<file path="src/rtl/if_pkg.sv">
// Shared defaults and types for the instruction-fetch prefetch stage.
package if_pkg;

    localparam int unsigned DEF_ADDR_W  = 32;
    localparam int unsigned DEF_INSTR_W = 32;
    localparam int unsigned DEF_DEPTH   = 4;
    localparam logic [DEF_ADDR_W-1:0] DEF_RESET_PC = '0;
    localparam int unsigned DEF_PC_STEP = 4;

    // pc is the fetch address + PC_STEP, i.e. what ID sees as PC.
    typedef struct packed {
        logic [DEF_ADDR_W-1:0]  pc;
        logic [DEF_INSTR_W-1:0] instr;
    } fetch_entry_t;

endpackage

</file>
<file path="src/rtl/if_prefetch_stage_if.sv">
// Instruction-memory request/response bus between the fetch stage and imem.
interface if_prefetch_stage_if
    import if_pkg::*;
#(
    parameter int unsigned ADDR_W  = DEF_ADDR_W,
    parameter int unsigned INSTR_W = DEF_INSTR_W
) ();

    logic               imem_req;
    logic [ADDR_W-1:0]  imem_addr;
    logic               imem_rvalid;
    logic [INSTR_W-1:0] imem_rdata;

    modport master (
        output imem_req,
        output imem_addr,
        input  imem_rvalid,
        input  imem_rdata
    );

    modport slave (
        input  imem_req,
        input  imem_addr,
        output imem_rvalid,
        output imem_rdata
    );

endinterface

</file>
<file path="src/rtl/if_fetch_fifo.sv">
// DEPTH-entry synchronous FIFO of fetched {pc, instr} entries with flush.
module if_fetch_fifo
    import if_pkg::*;
#(
    parameter int unsigned DEPTH   = DEF_DEPTH,
    parameter type         entry_t = fetch_entry_t,
    localparam int unsigned PTR_W  = $clog2(DEPTH),
    localparam int unsigned CNT_W  = PTR_W + 1
) (
    input  logic             clk,
    input  logic             rst,
    input  logic             clear,
    input  logic             push,
    input  entry_t           push_data,
    input  logic             pop,
    output entry_t           head,
    output logic [CNT_W-1:0] count,
    output logic             full,
    output logic             empty
);

    entry_t           mem [DEPTH];
    logic [PTR_W-1:0] wr_ptr;
    logic [PTR_W-1:0] rd_ptr;
    logic             pop_ok;

    assign full   = (count == CNT_W'(DEPTH));
    assign empty  = (count == '0);
    assign pop_ok = pop && !empty;
    assign head   = mem[rd_ptr];

    // NOTE: storage has no reset; occupancy is tracked by the pointers and count alone.
    always_ff @(posedge clk) begin
        if (push) begin
            mem[wr_ptr] <= push_data;
        end
    end

    // NOTE: non-blocking assignments so every register samples pre-edge values.
    always_ff @(posedge clk or posedge rst) begin
        if (rst) begin
            wr_ptr <= '0;
            rd_ptr <= '0;
            count  <= '0;
        end else if (clear) begin
            wr_ptr <= '0;
            rd_ptr <= '0;
            count  <= '0;
        end else begin
            if (push) begin
                wr_ptr <= wr_ptr + PTR_W'(1);
            end
            if (pop_ok) begin
                rd_ptr <= rd_ptr + PTR_W'(1);
            end
            if (push && !pop_ok) begin
                count <= count + CNT_W'(1);
            end else if (!push && pop_ok) begin
                count <= count - CNT_W'(1);
            end
        end
    end

endmodule

</file>
<file path="src/rtl/if_prefetch_stage.sv">
// Instruction-fetch stage: single-outstanding imem requests feeding a prefetch queue
// and a registered PC/Instruction/valid output toward ID.
module if_prefetch_stage
    import if_pkg::*;
#(
    parameter int unsigned        ADDR_W   = DEF_ADDR_W,
    parameter int unsigned        INSTR_W  = DEF_INSTR_W,
    parameter int unsigned        DEPTH    = DEF_DEPTH,
    parameter logic [ADDR_W-1:0]  RESET_PC = DEF_RESET_PC,
    parameter int unsigned        PC_STEP  = DEF_PC_STEP
) (
    input  logic                clk,
    input  logic                rst,
    input  logic                freeze,
    input  logic                Branch_taken,
    input  logic [ADDR_W-1:0]   BranchAddr,
    if_prefetch_stage_if.master imem,
    output logic                valid,
    output logic [ADDR_W-1:0]   PC,
    output logic [INSTR_W-1:0]  Instruction
);

    localparam int unsigned       CNT_W = $clog2(DEPTH) + 1;
    localparam logic [ADDR_W-1:0] STEP  = ADDR_W'(PC_STEP);

    typedef struct packed {
        logic [ADDR_W-1:0]  pc;
        logic [INSTR_W-1:0] instr;
    } entry_t;

    logic [ADDR_W-1:0] fetch_pc;
    logic [ADDR_W-1:0] req_pc;
    logic              outstanding;
    logic              discard;

    logic              issue;
    logic              resp_push;
    logic              fifo_pop;
    logic              fifo_full;
    logic              fifo_empty;
    logic [CNT_W-1:0]  fifo_count;
    logic [CNT_W:0]    occupancy;
    entry_t            push_entry;
    entry_t            head;

    // NOTE: every always_comb output gets a default first so no latch can be inferred.
    always_comb begin
        occupancy  = '0;
        issue      = 1'b0;
        fifo_pop   = 1'b0;
        resp_push  = 1'b0;
        push_entry = '{pc: req_pc + STEP, instr: imem.imem_rdata};

        // The response owed to an outstanding request is charged a slot up front.
        occupancy = {1'b0, fifo_count} + (CNT_W+1)'(outstanding);
        issue     = !rst && !Branch_taken
                 && (!outstanding || imem.imem_rvalid)
                 && (occupancy < (CNT_W+1)'(DEPTH));
        fifo_pop  = !freeze && !Branch_taken && !fifo_empty;
        resp_push = imem.imem_rvalid && !discard && !Branch_taken
                 && (!fifo_full || fifo_pop);
    end

    assign imem.imem_req  = issue;
    assign imem.imem_addr = issue ? fetch_pc : '0;

    if_fetch_fifo #(
        .DEPTH   (DEPTH),
        .entry_t (entry_t)
    ) u_fifo (
        .clk       (clk),
        .rst       (rst),
        .clear     (Branch_taken),
        .push      (resp_push),
        .push_data (push_entry),
        .pop       (fifo_pop),
        .head      (head),
        .count     (fifo_count),
        .full      (fifo_full),
        .empty     (fifo_empty)
    );

    always_ff @(posedge clk or posedge rst) begin
        if (rst) begin
            fetch_pc    <= RESET_PC;
            req_pc      <= '0;
            outstanding <= 1'b0;
            discard     <= 1'b0;
        end else if (Branch_taken) begin
            // A request still in flight will return stale data; mark it for dropping.
            fetch_pc    <= BranchAddr;
            outstanding <= outstanding && !imem.imem_rvalid;
            discard     <= outstanding && !imem.imem_rvalid;
        end else begin
            if (imem.imem_rvalid) begin
                outstanding <= 1'b0;
                discard     <= 1'b0;
            end
            if (issue) begin
                outstanding <= 1'b1;
                req_pc      <= fetch_pc;
                fetch_pc    <= fetch_pc + STEP;
            end
        end
    end

    always_ff @(posedge clk or posedge rst) begin
        if (rst) begin
            valid       <= 1'b0;
            PC          <= '0;
            Instruction <= '0;
        end else if (Branch_taken) begin
            valid <= 1'b0;
        end else if (!freeze) begin
            valid <= !fifo_empty;
            if (!fifo_empty) begin
                PC          <= head.pc;
                Instruction <= head.instr;
            end
        end
    end

endmodule

</file>
<file path="src/flat_wrapper.sv">
// flat-port wrapper written by rule: the top's interface ports become plain ports
module if_prefetch_stage_flat import if_pkg::*;
#(
    parameter int unsigned        ADDR_W   = DEF_ADDR_W,
    parameter int unsigned        INSTR_W  = DEF_INSTR_W,
    parameter int unsigned        DEPTH    = DEF_DEPTH,
    parameter logic [ADDR_W-1:0]  RESET_PC = DEF_RESET_PC,
    parameter int unsigned        PC_STEP  = DEF_PC_STEP
)
  (clk, rst, freeze, Branch_taken, BranchAddr, valid, PC, Instruction, imem_imem_req, imem_imem_addr, imem_imem_rvalid, imem_imem_rdata);
  if_prefetch_stage_if #(.ADDR_W(ADDR_W), .INSTR_W(INSTR_W)) imem_i ();
  input  logic clk;
  input  logic rst;
  input  logic freeze;
  input  logic Branch_taken;
  input  logic [ADDR_W-1:0] BranchAddr;
  output logic valid;
  output logic [ADDR_W-1:0] PC;
  output logic [INSTR_W-1:0] Instruction;
  output wire logic [$bits(imem_i.imem_req)-1:0] imem_imem_req;
  output wire logic [$bits(imem_i.imem_addr)-1:0] imem_imem_addr;
  input wire logic [$bits(imem_i.imem_rvalid)-1:0] imem_imem_rvalid;
  input wire logic [$bits(imem_i.imem_rdata)-1:0] imem_imem_rdata;
  assign imem_imem_req = imem_i.imem_req;
  assign imem_imem_addr = imem_i.imem_addr;
  assign imem_i.imem_rvalid = imem_imem_rvalid;
  assign imem_i.imem_rdata = imem_imem_rdata;
  if_prefetch_stage #(.ADDR_W(ADDR_W), .INSTR_W(INSTR_W), .DEPTH(DEPTH), .RESET_PC(RESET_PC), .PC_STEP(PC_STEP)) u_core (.clk(clk), .rst(rst), .freeze(freeze), .Branch_taken(Branch_taken), .BranchAddr(BranchAddr), .imem(imem_i), .valid(valid), .PC(PC), .Instruction(Instruction));
endmodule
</file>
<file path="config.mk">
export PLATFORM = sky130hd
export DESIGN_NAME = if_prefetch_stage_flat
export DESIGN_NICKNAME = d
export VERILOG_FILES = /design/src/rtl/if_pkg.sv /design/src/rtl/if_prefetch_stage_if.sv /design/src/rtl/if_fetch_fifo.sv /design/src/rtl/if_prefetch_stage.sv /design/src/flat_wrapper.sv
export SDC_FILE = /design/constraint.sdc
export NUM_CORES = 1
export LEC_CHECK = 0
export BUFFER_PORTS_ARGS = -buffer_cell sky130_fd_sc_hd__buf_2
export CORE_MARGIN = 10
export CORE_UTILIZATION = 59
export CTS_CLUSTER_DIAMETER = 60
export DETAILED_ROUTE_END_ITERATION = 8
export HOLD_SLACK_MARGIN = 0.02
export PLACE_DENSITY = 0.79
export SLEW_MARGIN = 25
export SYNTH_ARGS = -nofsm -noshare
export SYNTH_HDL_FRONTEND = slang
export SYNTH_HIERARCHICAL = 1
export SYNTH_SLANG_ARGS = --single-unit
export TNS_END_PERCENT = 50
</file>
<file path="constraint.sdc">
create_clock -name clk -period 5.3 [get_ports clk]
set_input_delay 1.06 -clock clk [delete_from_list [all_inputs] [get_ports clk]]
set_output_delay 1.06 -clock clk [all_outputs]
set_load 0.05 [all_outputs]
</file>
Word level (Yosys, flattened, before mapping)
Memories as Yosys holds them, arrays and structs flattened. A register that Yosys moved wholly into a read port is not among the register bits.
Index checks and enable logic that the tools add are counted.
{"block": "op_classes", "add_sub_neg": 7, "magnitude_cmp": 1, "n_eq_ne": 2, "n_mux": 18, "bitwise": 3, "n_reduce_logical": 33}
{"operator": "2-to-1 mux 32 bit", "n": 3}
{"operator": "adder 32 x 3 -> 32 bit (second input constant)", "n": 2}
{"operator": "logical AND 1 bit", "n": 12}
{"operator": "logical NOT 1 bit", "n": 10}
{"operator": "2-to-1 mux 3 bit", "n": 3}
{"operator": "2-to-1 mux 1 bit", "n": 8}
{"operator": "2-to-1 mux 2 bit", "n": 4}
{"operator": "nonzero test 2 bit", "n": 4}
{"operator": "nonzero test 3 bit", "n": 2}
{"operator": "adder 2 x 1 -> 2 bit (second input constant)", "n": 2}
{"operator": "adder 3 x 1 -> 4 bit", "n": 1}
{"operator": "less-than comparator 4 x 3 -> 1 bit (second input constant)", "n": 1}
{"operator": "adder 3 x 1 -> 3 bit (second input constant)", "n": 1}
{"operator": "equality test 3 bit (second input constant)", "n": 1}
{"operator": "logical NOT 3 bit", "n": 1}
{"operator": "inverter 1 bit", "n": 3}
{"operator": "AND reduction 3 bit", "n": 1}
{"operator": "subtractor 3 x 1 -> 3 bit (second input constant)", "n": 1}
{"operator": "logical OR 1 bit", "n": 2}
{"operator": "inequality test 2 x 1 -> 1 bit (second input constant)", "n": 1}
{"operator": "AND reduction 2 bit", "n": 1}
{"block": "totals", "regBits": 74, "ramBits": 256, "input_bits": 69, "out_inout_bits": 98, "wordCells": 73, "mem_count": 1}
{"memory": "u_core.u_fifo.mem", "depth": 4, "width": 64, "read_ports": 1, "rd_ports_with_merged_regs": 1, "wr": 1, "line_no": "if_fetch_fifo.sv:22", "text": "entry_t mem [DEPTH];"}

Longest topological paths before layout
{"block": "depth", "word_depth": 10, "mapped_depth": 10, "depth_no_buf": 9}

Modules after synthesis
Netlist, hierarchy kept.
{"mod": "if_fetch_fifo", "instances": 1, "cells_each": 377, "area_per_inst_um2": 9664.3, "seq_area_each_um2": 7862.5}
{"mod": "if_prefetch_stage", "instances": 1, "cells_each": 562, "area_per_inst_um2": 6444.9, "seq_area_each_um2": 3278.1}

Worst setup path after synthesis
No wires, ideal clock.
{"block": "synth_timing", "path_type": "input-to-reg", "startpoint": "input Branch_taken", "endpoint": "memory u_core/u_fifo/mem[0][0] (netlist bit) (enable)", "setup_time_ps": 429, "arrival_time_ps": 4222, "required_ps": 4871, "slack_ps": 649, "path_stages": 6, "path_buffers": 2, "path_cell_list": "clkbuf_1 > nor3_1 > clkbuf_1 > nor2b_1 > nor4b_1 > and2_1"}
{"block": "synth_between", "elab_chain_cells": 7, "elab_cells_between_ends": 8, "classes_between": "mux (2); reduce/logical (6)"}
{"item": "from (decl)", "line_no": "flat_wrapper.sv:15", "text": "input logic Branch_taken;"}
{"item": "logical NOT 1 bit *", "line_no": "if_prefetch_stage.sv:59, if_prefetch_stage.sv:60"}
{"item": "logical AND 1 bit (2 in series)", "line_no": "if_prefetch_stage.sv:59", "text": "fifo_pop = !freeze && !Branch_taken && !fifo_empty;"}
{"item": "logical OR 1 bit", "line_no": "if_prefetch_stage.sv:61", "text": "&& (!fifo_full || fifo_pop);"}
{"item": "logical AND 1 bit *", "line_no": "if_prefetch_stage.sv:61"}
{"item": "via u_core.resp_push", "line_no": "if_prefetch_stage.sv:37", "text": "logic resp_push;"}
{"item": "2-to-1 mux 1 bit *", "line_no": "if_fetch_fifo.sv:34", "text": "if (push) begin"}
{"item": "2-to-1 mux 1 bit (not written as such) *", "line_no": "if_fetch_fifo.sv:35", "text": "mem[wr_ptr] <= push_data;"}
{"item": "to (decl)", "line_no": "if_fetch_fifo.sv:22"}
The timed path passes the listed nets; every way through them passes the cells marked *.

Worst setup path after layout
{"block": "layout_timing", "startpoint": "input rst", "endpoint": "output imem_imem_addr[2]"}
{"block": "layout_between", "elab_chain_cells": 5}
{"item": "from (decl)", "line_no": "flat_wrapper.sv:13", "text": "input logic rst;"}
{"item": "logical NOT 1 bit", "line_no": "if_prefetch_stage.sv:56", "text": "issue = !rst && !Branch_taken"}
{"item": "logical AND 1 bit", "line_no": "if_prefetch_stage.sv:56"}
{"item": "logical AND 1 bit", "line_no": "if_prefetch_stage.sv:57", "text": "&& (!outstanding || imem.imem_rvalid)"}
{"item": "logical AND 1 bit", "line_no": "if_prefetch_stage.sv:58", "text": "&& (occupancy < (CNT_W+1)'(DEPTH));"}
{"item": "2-to-1 mux 32 bit", "line_no": "if_prefetch_stage.sv:65", "text": "assign imem.imem_addr = issue ? fetch_pc : '0;"}
{"item": "to (decl)", "line_no": "flat_wrapper.sv:21", "text": "output wire logic [$bits(imem_i.imem_addr)-1:0] imem_imem_addr;"}
Every way passes these cells.

==> results <==
- The flow ran to the end, and the final reports show no timing, DRC or antenna violations.
- Hold timing on the final database bottoms out at a slack of 0.474 ns.
- The multi-input combinational cell area is 4680 sq um.
- The wire length of the first global-routing pass is 52.7 mm.
- STA puts the critical path data required time at 4.24 ns.
- The clock-pin slew on the worst setup and hold paths is 0.06 ns.
- For this run, the register share of the synthesized area comes to 69.2%.
- Along the worst path, the maximum fanout reaches 33.
- The post-layout minimum cycle time is 3.69 ns.
- At the end of the flow the core is filled with cells to 69.2%.
- At the pin with the least slew margin, the transition time is 1.12 ns.
- Setup repair after global routing left no endpoint under its margin.
- By area the synthesized netlist is led by sky130_fd_sc_hd__edfxtp_1 (48%), sky130_fd_sc_hd__dfrtp_1 (21%), sky130_fd_sc_hd__mux4_2 (8.9%).
- STA classifies the critical path endpoint as an output pin.
- The most used flip-flop cell after synthesis is sky130_fd_sc_hd__edfxtp_1.
- The area inside the core boundary is 26900 sq um.
- Routability-driven placement finished with a final weighted congestion of 0.935.
- After synthesis the netlist holds a flip-flop and latch count of 394.
- The quantity of gates resized following cts is 0.
- The count of warnings emitted by yosys is 6.
- The total negative slack for setup checks is 0 ns.
- The final worst-path cycle share is 69.7%.
- Timing would allow up to 271 MHz.
- The root buffer cell is sky130_fd_sc_hd__clkbuf_16.
- The clock latency of the later-clocked register in the worst-skew pair is 0.52 ns.
- Entering global routing, the biggest net connects 100 pins.
- The count of antenna-violating nets left after detailed routing is 0.
- The total number of H-tree levels is 2.
- The total overflow reported by the global router is 0.
- The worst max-slew margin expressed relative to the limit is 23.2%.
- The floorplan step set the die width to 185 um.
- The number of buffers created by CTS is 40.
- The power per cell area is 490 nW/um^2.
- The kind of critical path is input pin to output pin.
- Compared with the post-synthesis result, the final layout area differs by 15.5%.
- The number of DRC markers in iteration 0 is 801.
- The detailed-placement wirelength estimate is 20.6 mm.
- The final count of pins violating max slew was 0.
- After layout, the design draws a total of 9.12 mW.
- Setup violations remaining at the end of the flow were counted as 0.
- The number of flops mapped to enable cells by yosys is 256.
- The worst vdd rail ir drop is 283 uV.
- The storage element area is 11100 sq um.
- The average instance in the mapped netlist occupies 17.2 sq um.
- The clock passes through at most 3 buffers.
- The fraction of registers with async set/reset is 35.0%.
- TritonCTS built the clock tree.
- Data on the critical path arrives at its endpoint at 2.63 ns.
- The final wirelength is 33.2 mm.
- Pin placement for this block handled 167 I/O pins.
- The number of distinct library cells after synthesis is 60.
- The final cell count without fillers is 1486.
- Clock tree synthesis found a total of 394 sinks.
- On the final layout, the worst clock skew is 0.0175 ns.
- The tool flagged a number of max-cap violations equal to 0.
- The path class of the tightest hold or removal check is flop to flop.
- For this configuration, the core starts out at a cell density of 59.9%.
- The number of antenna violations at the first check in global routing was 0.
- The share of layout cells above drive strength 1 is 31.9%.
- The portion of synthesized cell area occupied by the leading cell type is 47.7%.
- After filler insertion, the fill cell instance count of the layout stands at 1741.
- The net count after synthesis is 1016.
- The height of the chip is 185 um.
- The die covers 34300 sq um.
- Of all cell types, the one taking the most synthesized area is sky130_fd_sc_hd__edfxtp_1.
- The number of hold-repair buffers added at the cts stage is 0.
- The hold violation total from the final report is 0.
- The number of nets in the final layout is 1190.
- Summing every instance area after synthesis gives 16100 sq um.
- In this run the core area contains 60 standard-cell rows.
- The via density per instance is 6.10.
- Detailed routing inserted a total of 9064 vias.
- The via count of the first global-routing pass is 9472.
- The critical path startpoint category is an input pin.
- Buffers placed on the I/O ports in this run total 166.
- The post-CTS setup buffer count is 0.
- Summed over all cells, the static leakage comes to 6.89 nW.
- The cell count after placement is 1410.
- The average wire per standard cell is 22.3 um.
- After technology mapping, the gate count stands at 939.
- In the global route stage, overall resource usage came out at 19.6%.
- The antenna diode count is 0.
- The first TritonRoute pass finished after 5 iterations.
- For this run, design rule violations remaining after detail routing come to 0.
[worst max-delay path: stages]
cell and delay [ns]:
sky130_fd_sc_hd__buf_2 0.13, sky130_fd_sc_hd__or2_2 0.35, sky130_fd_sc_hd__a21oi_4 0.54, sky130_fd_sc_hd__and3_1 0.27, sky130_fd_sc_hd__buf_2 0.27
[power breakdown]
group | switching, mW | leakage [nW] | internal [mW]
clock | 1.09 | 0.647 | 1.69
combinational | 1.55 | 2.29 | 0.644
sequential | 0.318 | 3.95 | 3.83
total | 2.96 | 6.89 | 6.16
[synthesized netlist by cell type, types with 13 or more instances]
cell,count
sky130_fd_sc_hd__or4_1,19
sky130_fd_sc_hd__nand3_1,25
sky130_fd_sc_hd__nand4_1,18
sky130_fd_sc_hd__mux2_2,45
sky130_fd_sc_hd__nand2_1,32
sky130_fd_sc_hd__xnor2_1,29
sky130_fd_sc_hd__edfxtp_1,256
sky130_fd_sc_hd__a31oi_1,13
sky130_fd_sc_hd__nor2_1,33
sky130_fd_sc_hd__and3_1,41
sky130_fd_sc_hd__buf_2,16
sky130_fd_sc_hd__mux4_2,64
sky130_fd_sc_hd__mux2_1,50
sky130_fd_sc_hd__dfrtp_1,138
sky130_fd_sc_hd__clkbuf_1,19
[state kept, by name, indices dropped and copies added, names as in the netlist, 2 cells and up]
register and flops:
u_core/Instruction 32, u_core/PC 32, u_core/fetch_pc 32, u_core/req_pc 32
u_core/u_fifo/count 3, u_core/u_fifo/mem 256, u_core/u_fifo/rd_ptr 2, u_core/u_fifo/wr_ptr 2
[through the flow]
stage                     instance area, sq um  setup slack [ns]
final                                    18600              1.61
after global routing                     18600              1.49
after CTS                                18500              1.30
after detailed placement                 17200              1.30
after global placement                   17200              1.37
after floorplan                          16100             0.649
[cell usage in the layout (no fill, tap or decap), drive strengths merged, types with 7 or more instances in the layout]
master,Yosys,layout
o211ai,8,8
nand2,32,32
ha,7,7
and4,7,7
buf,29,180
and2,9,9
clkbuf,19,57
and3,42,42
mux2,95,95
nand4,19,19
o31ai,11,11
xor2,9,9
o21ai,12,12
mux4,64,64
a31oi,13,13
inv,12,11
nor2,33,33
xnor2,29,29
nand3,25,25
clkinv,1,15
dfrtp,138,138
edfxtp,256,256
or4,19,19
[final timing paths]
kind,from,to,slack [ns],cells past startpoint
worst min-delay path,u_core/Instruction[28]$_DFFE_PP0P_,u_core/Instruction[28]$_DFFE_PP0P_,0.47,1
worst max register to register,u_core/u_fifo/count[1]$_DFFE_PP0P_,u_core/u_fifo/count[2]$_DFFE_PP0P_,2.64,10
worst min register to register,u_core/Instruction[28]$_DFFE_PP0P_,u_core/Instruction[28]$_DFFE_PP0P_,0.47,1
min in group asynchronous,rst,u_core/u_fifo/wr_ptr[1]$_DFFE_PP0P_,0.54,2
max in group asynchronous,rst,u_core/PC[28]$_DFFE_PP0P_,3.53,4
worst max-delay path,rst,imem_imem_addr[2],1.61,5
[layer usage]
metal / wire length [um] / GRT usage (%) / vias to the layer above
met5: 0 / 0 / -
met3: 2480 / 4.11 / 54
met2: 15800 / 31.2 / 405
met4: 775 / 5.98 / 0
li1: - / - / 4050
met1: 14100 / 26.6 / 4555
[logic make-up (layout without fill, tap and decap cells)]
kind of cell,Yosys count,in the layout,share of synthesized area [%]
compound gates,71,71,3.20
xor+xnor,38,38,2.07
fa+ha+maj,8,8,0.668
buf+inv,61,267,1.97
flops,394,394,69.2
mux,162,162,15.8
simple gates,205,205,7.17
[layout make-up]
class | count | area share [%]
repair buffers | 180 | 5.21
clock inverters | 17 | 1.03
well taps | 341 | 2.29
clock buffers | 57 | 6.11
multi-input cells | 484 | 25.2
inverters | 13 | 0.289
flip-flops and latches | 394 | 59.9
No activity file was read; power rests on OpenSTA's default activity.
